## config.mk

```make
export PLATFORM = sky130hd
export DESIGN_NAME = dsi_lane_scheduler_flat
export DESIGN_NICKNAME = d
export VERILOG_FILES = /design/src/rtl/dsi_pkg.sv /design/src/rtl/dsi_lane_scheduler_if.sv /design/src/rtl/dsi_sched_arb.sv /design/src/rtl/dsi_lane_scheduler.sv /design/src/flat_wrapper.sv
export SDC_FILE = /design/constraint.sdc
export NUM_CORES = 1
export LEC_CHECK = 0
export CAP_MARGIN = 20
export CORE_ASPECT_RATIO = 1.5
export CORE_MARGIN = 8
export CORE_UTILIZATION = 40
export DETAILED_ROUTE_END_ITERATION = 7
export PLACE_DENSITY = 0.85
export SLEW_MARGIN = 20
export SYNTH_ARGS = -nofsm -noshare
export SYNTH_HDL_FRONTEND = slang
export SYNTH_SLANG_ARGS = --single-unit
```

## constraint.sdc

```tcl
create_clock -name dsi_clk -period 1.5 [get_ports dsi_clk]
set_input_delay 0.225 -clock dsi_clk [delete_from_list [all_inputs] [get_ports dsi_clk]]
set_output_delay 0.225 -clock dsi_clk [all_outputs]
set_load 0.02 [all_outputs]
```

## src/rtl/dsi_pkg.sv

```systemverilog
// Shared types for the DSI lane scheduler slice.
// Holds the FSM state enum, lane enable helper and bus widths.
package dsi_pkg;

  localparam int WC_W_DEF = 16;
  localparam int SHORT_W  = 64;

  typedef enum logic [2:0] {
    S_IDLE,
    S_GRANT,
    S_START,
    S_WAIT,
    S_GAP
  } state_t;

  // cfg_lanes holds lane count minus one; result is a thermometer mask.
  function automatic logic [3:0] lanes_to_en(input logic [1:0] l);
    logic [3:0] en;
    en = 4'b0000;
    unique case (l)
      2'd0: en = 4'b0001;
      2'd1: en = 4'b0011;
      2'd2: en = 4'b0111;
      2'd3: en = 4'b1111;
      default: en = 4'b0000;
    endcase
    return en;
  endfunction

endpackage

```

## src/rtl/dsi_lane_scheduler_if.sv

```systemverilog
// Packet-source bundle between the packet builders and the scheduler.
// master = packet builders (req/data out, done in); slave = scheduler.
interface dsi_lane_scheduler_if #(
  parameter int WC_W = 16
);
  import dsi_pkg::*;

  logic               cmd_req;
  logic [SHORT_W-1:0] cmd_pkt;
  logic               vid_req;
  logic [WC_W-1:0]    vid_wc;
  logic               cmd_done;
  logic               vid_done;

  modport master (
    output cmd_req, cmd_pkt, vid_req, vid_wc,
    input  cmd_done, vid_done
  );

  modport slave (
    input  cmd_req, cmd_pkt, vid_req, vid_wc,
    output cmd_done, vid_done
  );

endinterface

```

## src/rtl/dsi_sched_arb.sv

```systemverilog
// Two-way arbiter: video first, command after STARVE_MAX video wins.
// Ports: clk/rst, cmd_req, vid_req, gnt_en (grant cycle), gnt_vid/gnt_cmd.
module dsi_sched_arb #(
  parameter int STARVE_MAX = 3
) (
  input  logic dsi_clk,
  input  logic dsi_rst_n,
  input  logic cmd_req,
  input  logic vid_req,
  input  logic gnt_en,
  output logic gnt_vid,
  output logic gnt_cmd
);

  localparam int SW = $clog2(STARVE_MAX + 2);
  localparam logic [SW-1:0] SMAX = SW'(STARVE_MAX);

  logic [SW-1:0] starve_cnt;
  logic          starved;

  assign starved = cmd_req && (starve_cnt == SMAX);
  assign gnt_vid = vid_req && !starved;
  assign gnt_cmd = cmd_req && !gnt_vid;

  always_ff @(posedge dsi_clk) begin
    if (!dsi_rst_n) begin
      starve_cnt <= '0;
    end else if (gnt_en && (gnt_vid || gnt_cmd)) begin
      if (gnt_vid && cmd_req)
        starve_cnt <= (starve_cnt == SMAX) ?
                      SMAX : starve_cnt + SW'(1);
      else
        starve_cnt <= '0;
    end
  end

endmodule

```

## src/rtl/dsi_lane_scheduler.sv

```systemverilog
// Grants one short/long packet at a time to the PPI lane datapath.
// Ports: dsi_clk/rst_n, cfg_lanes, src bundle, lane_done, pkt_*, lane_en, busy, timeout_err.
module dsi_lane_scheduler
  import dsi_pkg::*;
#(
  parameter int WC_W       = WC_W_DEF,
  parameter int TIMEOUT    = 4096,
  parameter int GAP_CYCLES = 4,
  parameter int STARVE_MAX = 3
) (
  input  logic                 dsi_clk,
  input  logic                 dsi_rst_n,
  input  logic [1:0]           cfg_lanes,
  dsi_lane_scheduler_if.slave  src,
  input  logic                 lane_done,
  output logic                 pkt_start,
  output logic                 pkt_is_long,
  output logic [WC_W-1:0]      pkt_wc,
  output logic [SHORT_W-1:0]   pkt_short,
  output logic [3:0]           lane_en,
  output logic                 busy,
  output logic                 timeout_err
);

  localparam int CW = $clog2(TIMEOUT);
  // Compared before the increment, so the timeout fires on the
  // edge where the counter would reach TIMEOUT-1.
  localparam logic [CW-1:0] WLAST = CW'(TIMEOUT - 2);
  localparam logic [7:0]    GLAST = 8'(GAP_CYCLES - 1);

  state_t        state;
  logic [CW-1:0] wcnt;
  logic [7:0]    gcnt;
  logic          gnt_vid;
  logic          gnt_cmd;

  dsi_sched_arb #(
    .STARVE_MAX(STARVE_MAX)
  ) u_arb (
    .dsi_clk  (dsi_clk),
    .dsi_rst_n(dsi_rst_n),
    .cmd_req  (src.cmd_req),
    .vid_req  (src.vid_req),
    .gnt_en   (state == S_GRANT),
    .gnt_vid  (gnt_vid),
    .gnt_cmd  (gnt_cmd)
  );

  always_ff @(posedge dsi_clk) begin
    if (!dsi_rst_n) begin
      state        <= S_IDLE;
      wcnt         <= '0;
      gcnt         <= '0;
      pkt_start    <= 1'b0;
      pkt_is_long  <= 1'b0;
      pkt_wc       <= '0;
      pkt_short    <= '0;
      lane_en      <= '0;
      busy         <= 1'b0;
      timeout_err  <= 1'b0;
      src.cmd_done <= 1'b0;
      src.vid_done <= 1'b0;
    end else begin
      pkt_start    <= 1'b0;
      src.cmd_done <= 1'b0;
      src.vid_done <= 1'b0;
      unique case (state)
        S_IDLE: begin
          if (src.cmd_req || src.vid_req) begin
            state <= S_GRANT;
            busy  <= 1'b1;
          end
        end
        S_GRANT: begin
          if (gnt_vid || gnt_cmd) begin
            pkt_is_long <= gnt_vid;
            pkt_wc      <= gnt_vid ? src.vid_wc : '0;
            if (gnt_cmd)
              pkt_short <= src.cmd_pkt;
            lane_en     <= lanes_to_en(cfg_lanes);
            pkt_start   <= 1'b1;
            state       <= S_START;
          end else begin
            // Request vanished before arbitration.
            state <= S_IDLE;
            busy  <= 1'b0;
          end
        end
        S_START: begin
          wcnt  <= '0;
          state <= S_WAIT;
        end
        S_WAIT: begin
          if (lane_done || wcnt == WLAST) begin
            if (!lane_done)
              timeout_err <= 1'b1;
            src.cmd_done <= !pkt_is_long;
            src.vid_done <= pkt_is_long;
            lane_en      <= '0;
            gcnt         <= '0;
            state        <= S_GAP;
          end else begin
            wcnt <= wcnt + CW'(1);
          end
        end
        S_GAP: begin
          if (gcnt == GLAST) begin
            state <= S_IDLE;
            busy  <= 1'b0;
          end else begin
            gcnt <= gcnt + 8'd1;
          end
        end
        default: state <= S_IDLE;
      endcase
    end
  end

endmodule
```

## src/flat_wrapper.sv

```systemverilog
// flat-port wrapper written by rule: the top's interface ports become plain ports
module dsi_lane_scheduler_flat import dsi_pkg::*;
#(
  parameter int WC_W       = WC_W_DEF,
  parameter int TIMEOUT    = 4096,
  parameter int GAP_CYCLES = 4,
  parameter int STARVE_MAX = 3
)
  (dsi_clk, dsi_rst_n, cfg_lanes, lane_done, pkt_start, pkt_is_long, pkt_wc, pkt_short, lane_en, busy, timeout_err, src_cmd_req, src_cmd_pkt, src_vid_req, src_vid_wc, src_cmd_done, src_vid_done);
  dsi_lane_scheduler_if #(.WC_W(WC_W)) src_i ();
  input  logic dsi_clk;
  input  logic dsi_rst_n;
  input  logic [1:0] cfg_lanes;
  input  logic lane_done;
  output logic pkt_start;
  output logic pkt_is_long;
  output logic [WC_W-1:0] pkt_wc;
  output logic [SHORT_W-1:0] pkt_short;
  output logic [3:0] lane_en;
  output logic busy;
  output logic timeout_err;
  input wire logic [$bits(src_i.cmd_req)-1:0] src_cmd_req;
  input wire logic [$bits(src_i.cmd_pkt)-1:0] src_cmd_pkt;
  input wire logic [$bits(src_i.vid_req)-1:0] src_vid_req;
  input wire logic [$bits(src_i.vid_wc)-1:0] src_vid_wc;
  output wire logic [$bits(src_i.cmd_done)-1:0] src_cmd_done;
  output wire logic [$bits(src_i.vid_done)-1:0] src_vid_done;
  assign src_i.cmd_req = src_cmd_req;
  assign src_i.cmd_pkt = src_cmd_pkt;
  assign src_i.vid_req = src_vid_req;
  assign src_i.vid_wc = src_vid_wc;
  assign src_cmd_done = src_i.cmd_done;
  assign src_vid_done = src_i.vid_done;
  dsi_lane_scheduler #(.WC_W(WC_W), .TIMEOUT(TIMEOUT), .GAP_CYCLES(GAP_CYCLES), .STARVE_MAX(STARVE_MAX)) u_core (.dsi_clk(dsi_clk), .dsi_rst_n(dsi_rst_n), .cfg_lanes(cfg_lanes), .src(src_i), .lane_done(lane_done), .pkt_start(pkt_start), .pkt_is_long(pkt_is_long), .pkt_wc(pkt_wc), .pkt_short(pkt_short), .lane_en(lane_en), .busy(busy), .timeout_err(timeout_err));
endmodule
```

== Word-level counts from Yosys, hierarchy flattened ==
Cells that the tools add are included.

* Add/sub/neg operators: 3
* Equal/unequal tests: 17
* Mux-type cells: 22
* Bitwise operators: 1
* Reduce and logical (&&, ||, !) cells: 27

{| class="wikitable"
|+ Operators by type and width
! cell !! number
|-
| $pmux 12 s2 || 1
|-
| $reduce_and 3->1 || 6
|-
| $mux 16 || 1
|-
| $mux 8 || 2
|-
| $pmux 4 s4 || 1
|-
| $pmux 8 s2 || 1
|-
| $mux 3 || 5
|-
| $pmux 3 s5 || 1
|-
| $add 12x1->12 const B || 1
|-
| $eq 12x12->1 const B || 1
|-
| $mux 12 || 1
|-
| $eq 3x2->1 const B || 3
|-
| $add 8x1->8 const B || 1
|-
| $eq 8x2->1 const B || 1
|-
| $mux 4 || 2
|-
| $ne 2x1->1 const B || 4
|-
| $pmux 4 s2 || 1
|-
| $ne 2x2->1 const B || 3
|-
| $reduce_and 2->1 || 3
|-
| $reduce_bool 2->1 || 3
|-
| $logic_and 1x1->1 || 5
|-
| $eq 2x2->1 const B || 2
|-
| $mux 1 || 4
|-
| $reduce_and 4->1 || 1
|-
| other kinds (12) || 16
|}

* Bits in registers: 116
* Output and inout bits: 90
* Logic and storage cells: 83

== Logic depth before layout (Yosys ltp) ==
* Depth in word-level cells: 9
* Mapped depth: 8
* Depth with buffers taken out: 6

== Hierarchy ==
From an unflattened synthesis, not the netlist that was laid out.

* Cell total of the unflattened synthesis: 539
* Area, all modules: 4475.5 µm²

{| class="wikitable"
|+ Modules (own cells, without submodules)
! module !! instances !! cells each !! area each (µm²) !! seq. area each (µm²)
|-
| dsi_lane_scheduler || 1 || 520 || 4304.1 || 2262.2
|-
| dsi_sched_arb || 1 || 19 || 171.4 || 60.1
|}

== Least setup slack after synthesis ==
OpenSTA, ideal clock, no wires.

* Path type: register to register
* Start point: reg u_core.u_arb.starve_cnt[0]
* End point: reg u_core.pkt_short[10]
* Setup time: 0.071 ns
* Arrival time: 1.496 ns
* Data required time: 1.429 ns
* Slack: -0.067 ns
* Cell stages (with the launch flop): 8
* Buffers on the path: 2
* Period minus slack after synthesis: 1.567 ns
* Path through: dfxtp_1 > ha_1 > nor2b_1 > o211a_1 > buf_2 > buf_4 > nand2_1 > a21oi_1

* Longest elaborated chain between the ends: 8

{| class="wikitable"
|+ RTL lines
! what !! RTL line !! source
|-
| start, declared || dsi_sched_arb.sv:18 || <nowiki>logic [SW-1:0] starve_cnt;</nowiki>
|-
| start signal, assigned || dsi_sched_arb.sv:30 || <nowiki>starve_cnt <= (starve_cnt == SMAX) ?</nowiki>
|-
| $eq 3x2->1 * || dsi_sched_arb.sv:21 || <nowiki>assign starved = cmd_req && (starve_cnt == SMAX);</nowiki>
|-
| $logic_and 1x1->1 * || dsi_sched_arb.sv:21 ||
|-
| $logic_not 1->1 * || dsi_sched_arb.sv:22 || <nowiki>assign gnt_vid = vid_req && !starved;</nowiki>
|-
| $logic_and 1x1->1 * || dsi_sched_arb.sv:22 ||
|-
| $logic_not 1->1 || dsi_sched_arb.sv:23 || <nowiki>assign gnt_cmd = cmd_req && !gnt_vid;</nowiki>
|-
| $logic_and 1x1->1 || dsi_sched_arb.sv:23 ||
|-
| $logic_or 1x1->1 || dsi_lane_scheduler.sv:75 || <nowiki>if (gnt_vid || gnt_cmd) begin</nowiki>
|-
| $reduce_and 3->1 (no line) * || -- ||
|-
| end signal, assigned || dsi_lane_scheduler.sv:79 || <nowiki>pkt_short <= src.cmd_pkt;</nowiki>
|-
| end, declared || dsi_lane_scheduler.sv:19 || <nowiki>output logic [SHORT_W-1:0] pkt_short,</nowiki>
|}

Mark *: on every way between the ends. The rest lies on a longest branch, timed or not.
A chain may end at the register's enable or synchronous reset.

== Worst setup path in the final report ==
* Start point: reg u_core.u_arb.starve_cnt[1]
* End point: reg u_core.pkt_short[9]

The elaborated chain is that of the path after synthesis.

==> run summary <==
After synthesis, the share of flip-flops with an asynchronous set or reset is 0. The cell count after placement came out at 909. The synthesis-to-layout area growth is 83.61%. In this run the remaining antenna-violating nets after routing total 0.

The maximum number of pins on one net before global-route repair is 68. Setup repair after global routing could not meet its margin everywhere. The endpoint arrival time on the critical path is 2.05 ns. The vias per cell is 5.566. The number of hold-repair buffers added at the cts stage is 0. The max-slew headroom at the worst pin is 0.6251.

The worst-case setup slack after placement came out at -0.2156 ns. Global routing finished with a remaining overflow of 0. The clock latency on the worst-skew pair is 0.41 ns. The buffer type at the clock tree root is clkbuf_16. The number of flops mapped to enable cells by yosys came out at 0.

Across all setup checks in the final design, the least slack found is -0.2216 ns. The final reports fail on negative setup slack. After clock tree synthesis, the clock-pin slew on the worst setup and hold paths is 0.06 ns. The number of warning messages in the yosys log came out at 0.

The number of input and output port buffers inserted came out at 176. Leaving out fill and tap cells, the most frequent cell in the layout is nand2_1. The post-synthesis register bit count came out at 116. Measured on the finished design, the core utilization comes to 0.7443. The largest vdd supply drop is 853.9 uV. The first-pass GRT wire length is 28030 um. Counting every net in the synthesized netlist gives 647.

The starting utilization of the core area came out at 0.4054. STA classifies the critical path startpoint as a flop. The actual transition at the worst max-transition pin is 0.5576 ns. The cell-internal power is 6.544 mW.

In the final timing run, aggregate negative setup slack is -10.74 ns. The most numerous cell type found on the critical path is buf_12. The number of design-rule violations left by the first detailed-router iteration is 351.

The final layout contains 898 nets. The library cells used most frequently in the layout, excluding fill and tap cells, are nand2_1, dfxtp_1, dlygate4sd2_1. The CTS tree is built. The analysis attributes to cell leakage a power of 3.496 nW. The switching share of power came out at 0.2606. The core footprint is 11410 um2. The finished layout holds 971 standard cells, fillers aside.

The minimum hold slack came out at 0.3650 ns. The sink count of the clock tree came out at 116. The achievable frequency came out at 0.5809 GHz. The signal on the critical path passes through ha_4 > nor2b_4 > buf_12 > o211ai_4 > buf_6 > buf_12 > nand2_2 > a21oi_1.

The via total after detailed routing came out at 5405. The unique cell type count in the Yosys netlist is 52. In this run the core area contains 48 standard-cell rows. The dominant register cell in the synthesized netlist is dfxtp_1. The area of the mapped netlist is 4626 um2. In this run the count of I/O pins placed on the die edge is 177.

The maximum clock skew at final layout is 0.006265 ns. The capturing element type of the critical path is a flop. The initial antenna violation count came out at 1.

The number of max-slew violations in the final report came out at 0. The clock passes through at most 2 buffers. Summing all placed instances gives a cell area of 6995 um2.

The flow ran to the end, but the final reports show violations. The die outline area is 15330 um2. In this run the worst path has a maximum fanout of 8.

The largest individual stage delay along the critical path comes from the cell dfxtp_2. The final critical delay including setup and external delays came out at 1.722 ns. The critical path buffer and inverter count came out at 3. The number of iterations in the first detailed-routing pass is 5. The fraction of final layout cells with drive strength greater than 1 came out at 0.2829. The routed length per placed instance came out at 20.48 um. The count of final setup violators is 109. The worst stage delay on the critical path came out at 0.33 ns. The instance count of the mapped netlist came out at 556.

The number of global-route vias before repair came out at 5492. The wire-length estimate of the detail-placed layout is 11350 um. The total power per unit cell area came out at 1042 nW/um2. From left edge to right edge, the die measures 103.8 um. The kind of cell with the highest combined delay along the critical path is compound AO/OA/AOI/OAI gates.

The worst setup path is of the flop to flop kind. The sequential fraction of design power is 0.370. The net switching component of the power is 2.306 mW. The per-instance average area after synthesis is 8.320 um2. Across the run, the number of max-cap violations was 0. The detailed-route DRC error count came out at 0. The die height is 147.7 um. The final design area excluding fillers came out at 8493 um2. The number of hold-slack violations in the final timing report came out at 0. Counting the buffers created by CTS gives 17. The path type of the worst min-delay path is input pin to flop. The portion of the post-synthesis area used by sequential elements came out at 0.5020. Dividing the final minimum period by the clock period gives 1.148.

The clock network power share is 0.469. The share of total power dissipated in combinational logic is 0.160. The routed wire length came out at 19890 um. The number of H-tree branching levels is 4. The overall power of the completed layout is 8.849 mW.

The total global routing track utilization is 0.2282. At the worst endpoint, the required time is 1.83 ns. The final RePlAce weighted congestion came out at 0.8732.
==> cell usage after synthesis (all sizes together) (2+ instances only) <==
| cell type | number | area, um2 |
|---|---|---|
| nand2b | 2 | 12.51 |
| o211ai | 13 | 102.6 |
| a21oi | 77 | 389.1 |
| nor4 | 6 | 37.54 |
| o311ai | 5 | 43.79 |
| inv | 19 | 71.31 |
| or3 | 2 | 12.51 |
| dfxtp | 116 | 2322 |
| nand2 | 143 | 536.8 |
| nor3b | 2 | 25.02 |
| o22ai | 2 | 12.51 |
| nor2 | 32 | 122.6 |
| a22oi | 16 | 120.1 |
| nor3 | 7 | 35.03 |
| clkbuf | 20 | 75.07 |
| nand3b | 2 | 15.01 |
| a211oi | 3 | 35.03 |
| and2 | 2 | 12.51 |
| nand4 | 16 | 100.1 |
| and3 | 2 | 12.51 |
| nor2b | 3 | 18.77 |
| a311oi | 2 | 17.52 |
| or3b | 2 | 20.02 |
| buf | 17 | 115.1 |
| ha | 4 | 50.05 |
| and4b | 2 | 20.02 |
| mux2i | 2 | 20.02 |
| nand3 | 11 | 60.06 |
| o211a | 2 | 20.02 |
| o21ai | 12 | 60.05 |
==> power by group through the flow <==
stage / Clock, mW / Sequential (mW) / Combinational [mW]
final: 4.15 / 3.28 / 1.42
after CTS: 4.19 / 3.26 / 1.25
after floorplan: 0 / 3.44 / 0.373
after detailed placement: 0 / 3.33 / 1.14
after global routing: 4.38 / 3.29 / 1.50
after global placement: 0 / 3.32 / 1.11
==> cell type report <==
| class | instances | area (um2) |
|---|---|---|
| Antenna cell | 1 | 2.502 |
| Clock buffer | 18 | 429.2 |
| Clock inverter | 14 | 178.9 |
| Fill cell | 754 | 2918 |
| Inverter | 19 | 71.32 |
| Multi-Input combinational cell | 384 | 2536 |
| Sequential cell | 116 | 2337 |
| Tap cell | 150 | 187.7 |
| Timing Repair Buffer | 269 | 2750 |
==> per-layer routing <==
metal	share of wire	vias up	global-route usage	routed length, um
met4	0.067	0	0.1571	1337
met1	0.35	2589	0.2133	6957
met3	0.060	99	0.06710	1190
met5	0	-	0	0
li1	-	2436	-	-
met2	0.52	281	0.4185	10400
==> flip-flops by register name, indices dropped and copies added, names as in the netlist <==
name	count
u_core.lane_en	4
u_core.u_arb.starve_cnt	3
u_core.busy	1
u_core.src.cmd_done	1
u_core.src.vid_done	1
u_core.pkt_is_long	1
u_core.state	3
u_core.timeout_err	1
u_core.gcnt	8
u_core.pkt_short	64
u_core.pkt_wc	16
u_core.pkt_start	1
u_core.wcnt	12
==> worst reg2reg max path, stage by stage (launching register included) <==
cell	delay [ns]
dfxtp_2	0.33
ha_4	0.16
nor2b_4	0.13
buf_12	0.13
o211ai_4	0.29
buf_6	0.18
buf_12	0.16
nand2_2	0.07
a21oi_1	0.19
==> final timing paths <==
| check | start | to | slack (ns) | depth (start not counted) |
|---|---|---|---|---|
| setup / recovery | u_core.u_arb.starve_cnt[1]$_SDFFE_PN0P_ | u_core.pkt_short[9]$_SDFFE_PN0P_ | -0.22 | 8 |
| hold / removal | src_cmd_pkt[26] | u_core.pkt_short[26]$_SDFFE_PN0P_ | 0.36 | 3 |
| setup reg to reg | u_core.u_arb.starve_cnt[1]$_SDFFE_PN0P_ | u_core.pkt_short[9]$_SDFFE_PN0P_ | -0.22 | 8 |
| hold reg to reg | u_core.pkt_short[44]$_SDFFE_PN0P_ | u_core.pkt_short[44]$_SDFFE_PN0P_ | 0.46 | 2 |
==> repair_timing <==
action | in CTS | in global routing
setup endpoints to repair | 202 | 114
cloned | 8 | 4
pin swaps | 45 | 45
gates resized for setup | 160 | 86
setup buffers | 14 | 8
==> cells by family (layout without fill, tap and decap cells) <==
| group | Yosys count | in the layout | synth area share |
|---|---|---|---|
| compound gates | 141 | 141 | 0.1937 |
| xor+xnor | 1 | 1 | 0.001894 |
| other cells | 0 | 1 | 0 |
| flops | 116 | 116 | 0.5020 |
| fa+ha+maj | 4 | 4 | 0.01082 |
| simple gates | 236 | 236 | 0.2307 |
| buf+inv | 56 | 320 | 0.05653 |
| mux | 2 | 2 | 0.004328 |
Note: power is estimated with default switching activity, not from simulation.
